--- src/rtl/pipe_stall_ctrl.sv ---
// pipe_stall_ctrl
//   Central stall/flush controller for the 5-stage MIPS pipeline. Merges the
//   stall requests from ID, EX and MEM into a per-stage stop vector, sequences
//   exception flushes (waiting out a busy MEM stage first) and runs a sticky
//   stall watchdog.
//
// Ports
//   CLK, RST        clock; synchronous active-high reset
//   ID_STALL_REQ    load-use hazard request (level)
//   EX_STALL_REQ    multi-cycle EX operation busy (level)
//   MEM_STALL_REQ   memory access not complete (level)
//   EXC_REQ         exception pulse from MEM stage
//   EXC_PC          handler/return address accompanying EXC_REQ
//   STALL_O[5:0]    stop per stage: 0 PC, 1 IF, 2 ID, 3 EX, 4 MEM, 5 WB
//   FLUSH_O         clear all pipeline registers this cycle (registered)
//   NEW_PC_O        PC to load while FLUSH_O=1 (registered, holds otherwise)
//   TIMEOUT_O       sticky watchdog flag, cleared only by RST
//
// Optional feature (macro STALL_PERF_CNT_EN)
//   PERF_STALL_CNT  32-bit count of cycles with STALL_O[2]=1
//   PERF_FLUSH_CNT  16-bit count of FLUSH states
module pipe_stall_ctrl #(
  parameter int unsigned MAX_STALL = 64,
  parameter int unsigned CNT_W     = 16
) (
  input  logic        CLK,
  input  logic        RST,
  input  logic        ID_STALL_REQ,
  input  logic        EX_STALL_REQ,
  input  logic        MEM_STALL_REQ,
  input  logic        EXC_REQ,
  input  logic [31:0] EXC_PC,
  output logic [5:0]  STALL_O,
  output logic        FLUSH_O,
  output logic [31:0] NEW_PC_O,
  output logic        TIMEOUT_O
`ifdef STALL_PERF_CNT_EN
  ,
  output logic [31:0] PERF_STALL_CNT,
  output logic [15:0] PERF_FLUSH_CNT
`endif
);

  typedef enum logic [1:0] {
    RUN        = 2'd0,
    FLUSH_PEND = 2'd1,
    FLUSH      = 2'd2
  } state_t;

  localparam logic [CNT_W-1:0] MAX_CNT = CNT_W'(MAX_STALL);

  state_t             state_q, state_d;
  logic [31:0]        exc_pc_q, exc_pc_d;
  logic [5:0]         run_stall;
  logic [5:0]         stall;
  logic [CNT_W-1:0]   cnt_q;

  always_comb begin
    state_d   = state_q;
    exc_pc_d  = exc_pc_q;
    stall     = '0;

    // Highest requesting stage wins; WB is never stopped.
    if (MEM_STALL_REQ)     run_stall = 6'b011111;
    else if (EX_STALL_REQ) run_stall = 6'b001111;
    else if (ID_STALL_REQ) run_stall = 6'b000111;
    else                   run_stall = 6'b000000;

    case (state_q)
      RUN: begin
        stall = run_stall;
        if (EXC_REQ) begin
          exc_pc_d = EXC_PC;
          state_d  = MEM_STALL_REQ ? FLUSH_PEND : FLUSH;
        end
      end
      FLUSH_PEND: begin
        // Hold everything up to MEM until the outstanding access completes;
        // later exceptions are ignored so the first PC is kept.
        stall = 6'b011111;
        if (!MEM_STALL_REQ) state_d = FLUSH;
      end
      FLUSH: begin
        stall   = '0;
        state_d = RUN;
      end
      default: begin
        stall   = '0;
        state_d = RUN;
      end
    endcase

    if (RST) stall = '0;
  end

  assign STALL_O = stall;

  always_ff @(posedge CLK) begin
    if (RST) begin
      state_q   <= RUN;
      exc_pc_q  <= '0;
      FLUSH_O   <= 1'b0;
      NEW_PC_O  <= '0;
      cnt_q     <= '0;
      TIMEOUT_O <= 1'b0;
    end else begin
      state_q  <= state_d;
      exc_pc_q <= exc_pc_d;
      // Registered so FLUSH_O/NEW_PC_O are valid during the FLUSH state itself.
      FLUSH_O  <= (state_d == FLUSH);
      if (state_d == FLUSH) NEW_PC_O <= exc_pc_d;

      if (stall == 6'b000000)  cnt_q <= '0;
      else if (cnt_q != MAX_CNT) cnt_q <= cnt_q + 1'b1;

      if (cnt_q == MAX_CNT) TIMEOUT_O <= 1'b1;
    end
  end

`ifdef STALL_PERF_CNT_EN
  always_ff @(posedge CLK) begin
    if (RST) begin
      PERF_STALL_CNT <= '0;
      PERF_FLUSH_CNT <= '0;
    end else begin
      if (stall[2])          PERF_STALL_CNT <= PERF_STALL_CNT + 1'b1;
      if (state_q == FLUSH)  PERF_FLUSH_CNT <= PERF_FLUSH_CNT + 1'b1;
    end
  end
`endif

endmodule

--- config.mk ---
export PLATFORM = sky130hd
export DESIGN_NAME = pipe_stall_ctrl
export DESIGN_NICKNAME = d
export VERILOG_FILES = /design/src/rtl/pipe_stall_ctrl.sv
export SDC_FILE = /design/constraint.sdc
export NUM_CORES = 1
export LEC_CHECK = 0
export CORE_ASPECT_RATIO = 1.2
export CORE_MARGIN = 4
export CORE_UTILIZATION = 50
export CTS_BUF_LIST = sky130_fd_sc_hd__clkbuf_16
export DETAILED_ROUTE_END_ITERATION = 10
export PLACE_DENSITY = 0.93
export SETUP_SLACK_MARGIN = 0.2
export SLEW_MARGIN = 20
export SYNTH_ARGS = -nofsm -noshare
export SYNTH_HDL_FRONTEND = slang
export SYNTH_SLANG_ARGS = --single-unit
--- constraint.sdc ---
create_clock -name CLK -period 2.7 [get_ports CLK]
set_input_delay 0.54 -clock CLK [delete_from_list [all_inputs] [get_ports CLK]]
set_output_delay 0.54 -clock CLK [all_outputs]
set_load 0.05 [all_outputs]
==> results by group, run 1 <==
Synth
  – YS warnings: 0
  – Main area contributors after synthesis: dfxtp_1, mux2i_1, nor2_1
  – Synth Register Bits: 84
  – Cell taking the most area after synthesis: dfxtp_1
  – Top_reg_cell synth: dfxtp_1
  – Syn Std Cell Area: 0.003109 sq mm
  – Asr flop ratio synth: 0%
  – EDFF count, synth: 0
  – Seq/Total Area, Yosys: 54.08%
  – Syn Inst Count: 321
  – Synth top area share: 54.08%
  – Syn_area_per_cell: 9.686 sq um
  – Syn nets: 361
  – Unique masters post-synth: 33

Placement
  – Port Buffers: 76
  – RePlAce Congestion: 0.8501
  – Worst slack at placement: 0.2791 ns
  – # placed instances: 462
  – Area post-placement: 0.003976 sq mm
  – Hpwl dp: 4.822 mm

Route
  – WL met3: 556 microns
  – Post-route ant nets: 0
  – Initial DRC Count: 206
  – Via count: 2,514
  – Metal2 WL: 3.510 mm
  – M1 WL: 2.974 mm
  – Post-DR wirelength/cell: 15.06 microns
  – Final wirelength: 7.216 mm
  – Vias per cell: 5.248
  – # DRC: 0
  – Number of iterations in the first detailed-routing pass: 4
  – Top Metal Used: met4

Setup path
  – Setup crit start kind: input pin
  – Worst setup path class: input pin to primary output
  – CP max stage delay: 0.50 ns
  – Worst r2r src: state_q[1]$_SDFF_PP0_
  – Crit path required time: 2.16 ns
  – Worst R2R End: cnt_q[9]$_SDFFE_PP0P_
  – WP data arrival: 1.88 ns
  – Crit-path cells: clkdlybuf4s50_1, nor4_1, or3_1, inv_1, buf_12
  – CP max FO: 6
  – Worst Reg2Reg Path Length in Cells: 4
  – Slowest CP cell: clkdlybuf4s50_1
  – CP Capture Type: primary output
  – Delay-heaviest family, CP: buffers and inverters
  – FF-to-FF setup slack: 1.04 ns
  – CP Buf/Inv Count: 3
  – Cell depth of the worst setup path: 5

Global route
  – Grt total ovfl: 0
  – Global-route usage over all layers: 20.64%
  – Largest net degree at the start of global routing: 69
  – Initial antenna violation count: 0
  – Vias in the first global route: 2,571
  – First-pass GRT wire length: 11.99 mm

Layout
  – Layout Cells excl Fill: 479
  – Fin area: 0.004302 sq mm
  – Layout cells sized above 1: 8.081%
  – Area of the multi-input gates: 0.001303 sq mm
  – Util after Layout: 71.09%
  – Nets@finish: 431
  – Reg area: 0.001682 sq mm
  – P&R area growth vs syn: 38.35%
  – Fillers: 446

Hold path
  – Hold depth: 2
  – Worst hold start: TIMEOUT_O$_SDFFE_PP0N_
  – Hold Path Sink: TIMEOUT_O$_SDFFE_PP0N_
  – Worst min path class: flop to flop

Timing
  – Period minus WS final: 2.417 ns
  – Slew headroom: 55.76%
  – # setup viols final: 0
  – Final setup margin: 0.2833 ns
  – RSZ-0062 raised after global routing: no
  – Worst Skew: 0.003572 ns
  – Fmax achieved: 413.8 MHz
  – Period utilization: 89.51%
  – Setup TNS Final: 0 ns
  – Tightest Pin Transition: 0.6636 ns
  – Hold Violations, Final: 0
  – Final hold slack: 0.4422 ns
  – Slew Limit Fails: 0

Clocking
  – Post-CTS sizing: 0
  – CTS clk-pin slew, worst paths: 0.06 ns
  – CTS tree: done
  – Skew-Pair Late Insertion Delay: 0.33 ns
  – CTS buffer count: 9
  – CTS H-tree lvls: 3
  – Bufs on Longest Clock Path: 2
  – Post-CTS Setup Bufs: 0
  – Hold-fix buffers, CTS: 0
  – Root Driver: clkbuf_16
  – Sink Count: 84

Floorplanning
  – Die H: 94.39 microns
  – Row Count: 31
  – Core footprint: 0.006051 sq mm
  – Die area: 0.007549 sq mm
  – # IOs: 78
  – Die Width: 79.99 microns
  – Initial Utilization: 51.39%

Pwr
  – Static leakage: 1.629 nW
  – Power Total: 3.196 mW
  – Max VDD drop: 0.0005124 V
  – PwrDens: 743.0 mW/mm^2

Outcome
  – Status: completed

Flow run
  – Max-cap violations: 0
[routing by layer]
layer | global-route usage [%] | vias up
li1 | - | 1261
met1 | 23.64 | 1144
met2 | 33.49 | 93
met3 | 8.302 | 16
met4 | 9.718 | 0
met5 | 0 | -
[worst max-delay path by stage]
stage | from | to | slack [ns]
after floorplan | RST | STALL_O[3] | 0.17
after global placement | MEM_STALL_REQ | STALL_O[0] | 0.28
after detailed placement | MEM_STALL_REQ | STALL_O[2] | 0.28
after CTS | MEM_STALL_REQ | STALL_O[2] | 0.27
after global routing | MEM_STALL_REQ | STALL_O[2] | 0.23
final | MEM_STALL_REQ | STALL_O[2] | 0.28
[power by group]
group / internal (mW) / total [mW] / switching (mW)
registers: 1.31 / 1.35 / 0.0372
clock network: 0.814 / 1.32 / 0.503
logic: 0.212 / 0.527 / 0.315
total: 2.34 / 3.20 / 0.855
[final cells by class]
class	count	area share, %
antenna	1	0.05817
clock buffer	9	5.236
clock inverter	7	2.269
inverter	5	0.4363
multi-input combinational	208	30.28
sequential	84	39.09
tap	82	2.385
timing repair buffer	83	20.24
[sequential cells by signal (all words and copies together) (netlist names)]
signal	flops
FLUSH_O	1
NEW_PC_O	32
TIMEOUT_O	1
cnt_q	16
exc_pc_q	32
state_q	2
[kinds of logic after synthesis]
kind of cell | share of synthesized area, %
xor+xnor | 2.535
flops | 54.08
mux | 10.95
compound gates | 9.336
buf+inv | 4.386
fa+ha+maj | 0.8047
simple gates | 17.79
other cells | 0.1206
[cells in the final DEF (no fill, tap or decap)]
| cell type | count |
|---|---|
| dfxtp_1 | 84 |
| nor2_1 | 77 |
| clkdlybuf4s50_1 | 70 |
| mux2i_1 | 34 |
| a211oi_1 | 32 |
| clkbuf_16 | 9 |
| nor4_1 | 7 |
| nor3_1 | 6 |
| nand2_1 | 6 |
| buf_4 | 6 |
| buf_12 | 6 |
| inv_1 | 5 |
| nand3_1 | 5 |
| nand4_1 | 5 |
| xnor2_1 | 5 |
| a21oi_1 | 5 |
| xor2_1 | 4 |
| or3_1 | 3 |
| nand3b_1 | 2 |
| o21ai_0 | 2 |
| nand2b_1 | 2 |
| ha_1 | 2 |
| inv_6 | 2 |
| clkinvlp_4 | 2 |
| bufinv_16 | 2 |
| diode_2 | 1 |
| nor3_4 | 1 |
| nor3b_2 | 1 |
| nor4b_1 | 1 |
| and4_1 | 1 |
| o31ai_1 | 1 |
| and3_1 | 1 |
| or2_2 | 1 |
| o211ai_1 | 1 |
| or4_1 | 1 |
| nor4bb_1 | 1 |
| conb_1 | 1 |
| clkinv_2 | 1 |
| buf_2 | 1 |
[synthesized netlist by cell type, types with 3 or more instances]
cell	number
nor4_1	7
mux2i_1	34
nand2_1	6
xor2_1	4
a211oi_1	32
a21oi_1	5
inv_1	5
dfxtp_1	84
buf_2	3
nand3_1	5
clkbuf_1	14
nand4_1	5
xnor2_1	5
nor3_1	6
buf_4	6
nor2_1	77
or3_1	3
[tightest hold or removal path: cells and delay by family, from the launching register on]
| kind | cells | cell delay (ns) |
|---|---|---|
| compound gates | 1 | 0.05 |
| flops | 1 | 0.31 |
| buf+inv | 1 | 0.04 |
Power figures use the tool's default switching activity.
==> inputs of run 2 (changes only) <==
--- a/config.mk
+++ b/config.mk
@@ -5,7 +5,6 @@
 export SDC_FILE = /design/constraint.sdc
 export NUM_CORES = 1
 export LEC_CHECK = 0
-export CORE_ASPECT_RATIO = 1.2
 export CORE_MARGIN = 4
 export CORE_UTILIZATION = 50
 export CTS_BUF_LIST = sky130_fd_sc_hd__clkbuf_16
==> results by group, run 2 (same netlist as run 1, synthesis figures left out) <==
Global route
  – Initial antenna violation count: 0
  – First-pass GRT wire length: 11.72 mm
  – Vias in the first global route: 2,523
  – Largest net degree at the start of global routing: 66
  – Global-route usage over all layers: 20.00%
  – Grt total ovfl: 0

Timing
  – Tightest Pin Transition: 0.6447 ns
  – Setup TNS Final: 0 ns
  – Final setup margin: 0.3476 ns
  – RSZ-0062 raised after global routing: no
  – Slew headroom: 57.02%
  – Worst Skew: 0.005638 ns
  – Period minus WS final: 2.352 ns
  – Hold Violations, Final: 0
  – Fmax achieved: 425.1 MHz
  – Slew Limit Fails: 0
  – # setup viols final: 0
  – Period utilization: 87.13%

Clocking
  – CTS clk-pin slew, worst paths: 0.06 ns
  – CTS H-tree lvls: 3
  – Hold-fix buffers, CTS: 0
  – Root Driver: clkbuf_16
  – Bufs on Longest Clock Path: 2
  – Skew-Pair Late Insertion Delay: 0.32 ns
  – CTS tree: done
  – CTS buffer count: 9
  – Sink Count: 84

Placement
  – RePlAce Congestion: 0.8644
  – Worst slack at placement: 0.2493 ns
  – Hpwl dp: 4.854 mm
  – # placed instances: 454
  – Port Buffers: 76

Route
  – Via count: 2,514
  – Vias per cell: 5.360
  – # DRC: 0
  – Initial DRC Count: 118
  – Number of iterations in the first detailed-routing pass: 4
  – Final wirelength: 7.072 mm
  – Post-DR wirelength/cell: 15.08 microns
  – Post-route ant nets: 0

Floorplanning
  – Initial Utilization: 51.90%
  – Die area: 0.007544 sq mm
  – Die Width: 86.86 microns
  – Core footprint: 0.005991 sq mm
  – Row Count: 28
  – # IOs: 78
  – Die H: 86.86 microns

Hold path
  – Worst min path class: flop to flop
  – Hold depth: 2

Setup path
  – Worst setup path class: input pin to primary output
  – Setup crit start kind: input pin
  – CP max FO: 6
  – Worst Reg2Reg Path Length in Cells: 4
  – CP Capture Type: primary output
  – WP data arrival: 1.81 ns
  – Crit path required time: 2.16 ns

Pwr
  – Static leakage: 1.616 nW
  – PwrDens: 719.6 mW/mm^2
  – Max VDD drop: 0.0005071 V

Layout
  – ANT cells: 0
  – P&R area growth vs syn: 37.10%
  – Layout Cells excl Fill: 469
  – Most frequent cells in the layout: dfxtp_1, nor2_1, clkdlybuf4s50_1, mux2i_1, a211oi_1
  – Regs by FF count: NEW_PC_O x32, exc_pc_q x32, cnt_q x16
  – Layout cells sized above 1: 7.868%
  – Leading cell type in the layout, fill and taps excluded: dfxtp_1
  – Util after Layout: 71.16%
  – Nets@finish: 430

Flow run
  – Max-cap violations: 0

Outcome
  – Status: completed
run 2: critical path: stages:
cell and delay, ns:
clkdlybuf4s50_1 0.51, nor4_1 0.07, or3_1 0.35, inv_2 0.18
buf_12 0.16
run 2: what timing repair did:
item	in CTS	in global routing
resized for setup	0	1
buffers inserted	0	0
setup endpoints to repair	0	3
run 2: power breakdown:
part / total, mW / leakage (nW) / switching (mW) / internal [mW]
Sequential: 1.35 / 0.689 / 0.0371 / 1.31
Clock: 1.19 / 0.142 / 0.477 / 0.712
Combinational: 0.527 / 0.785 / 0.313 / 0.214
run 2: metrics by stage:
step	hold slack, ns	area (sq um)	power (mW)
global route	0.4812	4263	3.208
detailed placement	0.4568	3973	1.906
finish	0.4662	4263	3.068
global placement	0.4347	3973	1.888
floorplan	0.4461	3109	1.705
CTS	0.4662	4263	3.097
run 2: cell type report:
| cell class | instances | area (sq um) |
|---|---|---|
| Fill cell | 419 | 1728 |
| Multi-Input combinational cell | 208 | 1303 |
| Inverter | 5 | 18.77 |
| Sequential cell | 84 | 1682 |
| Tap cell | 75 | 93.84 |
| Clock buffer | 9 | 225.2 |
| Timing Repair Buffer | 82 | 875.8 |
| Clock inverter | 6 | 65.06 |
run 2: worst paths after layout:
kind / from / to / slack (ns)
setup / recovery: MEM_STALL_REQ / STALL_O[1] / 0.35
hold / removal: TIMEOUT_O$_SDFFE_PP0N_ / TIMEOUT_O$_SDFFE_PP0N_ / 0.47
setup reg to reg: state_q[1]$_SDFF_PP0_ / cnt_q[9]$_SDFFE_PP0P_ / 0.99
hold reg to reg: TIMEOUT_O$_SDFFE_PP0N_ / TIMEOUT_O$_SDFFE_PP0N_ / 0.47
run 2: metal layers:
layer / GRT usage [%] / part of all wire (%) / vias to the layer above
met4: 8.640 / 2.2 / 0
met1: 23.28 / 41 / 1170
met5: 0 / 0 / -
met3: 7.190 / 7.4 / 15
met2: 33.06 / 49 / 78
li1: - / - / 1251
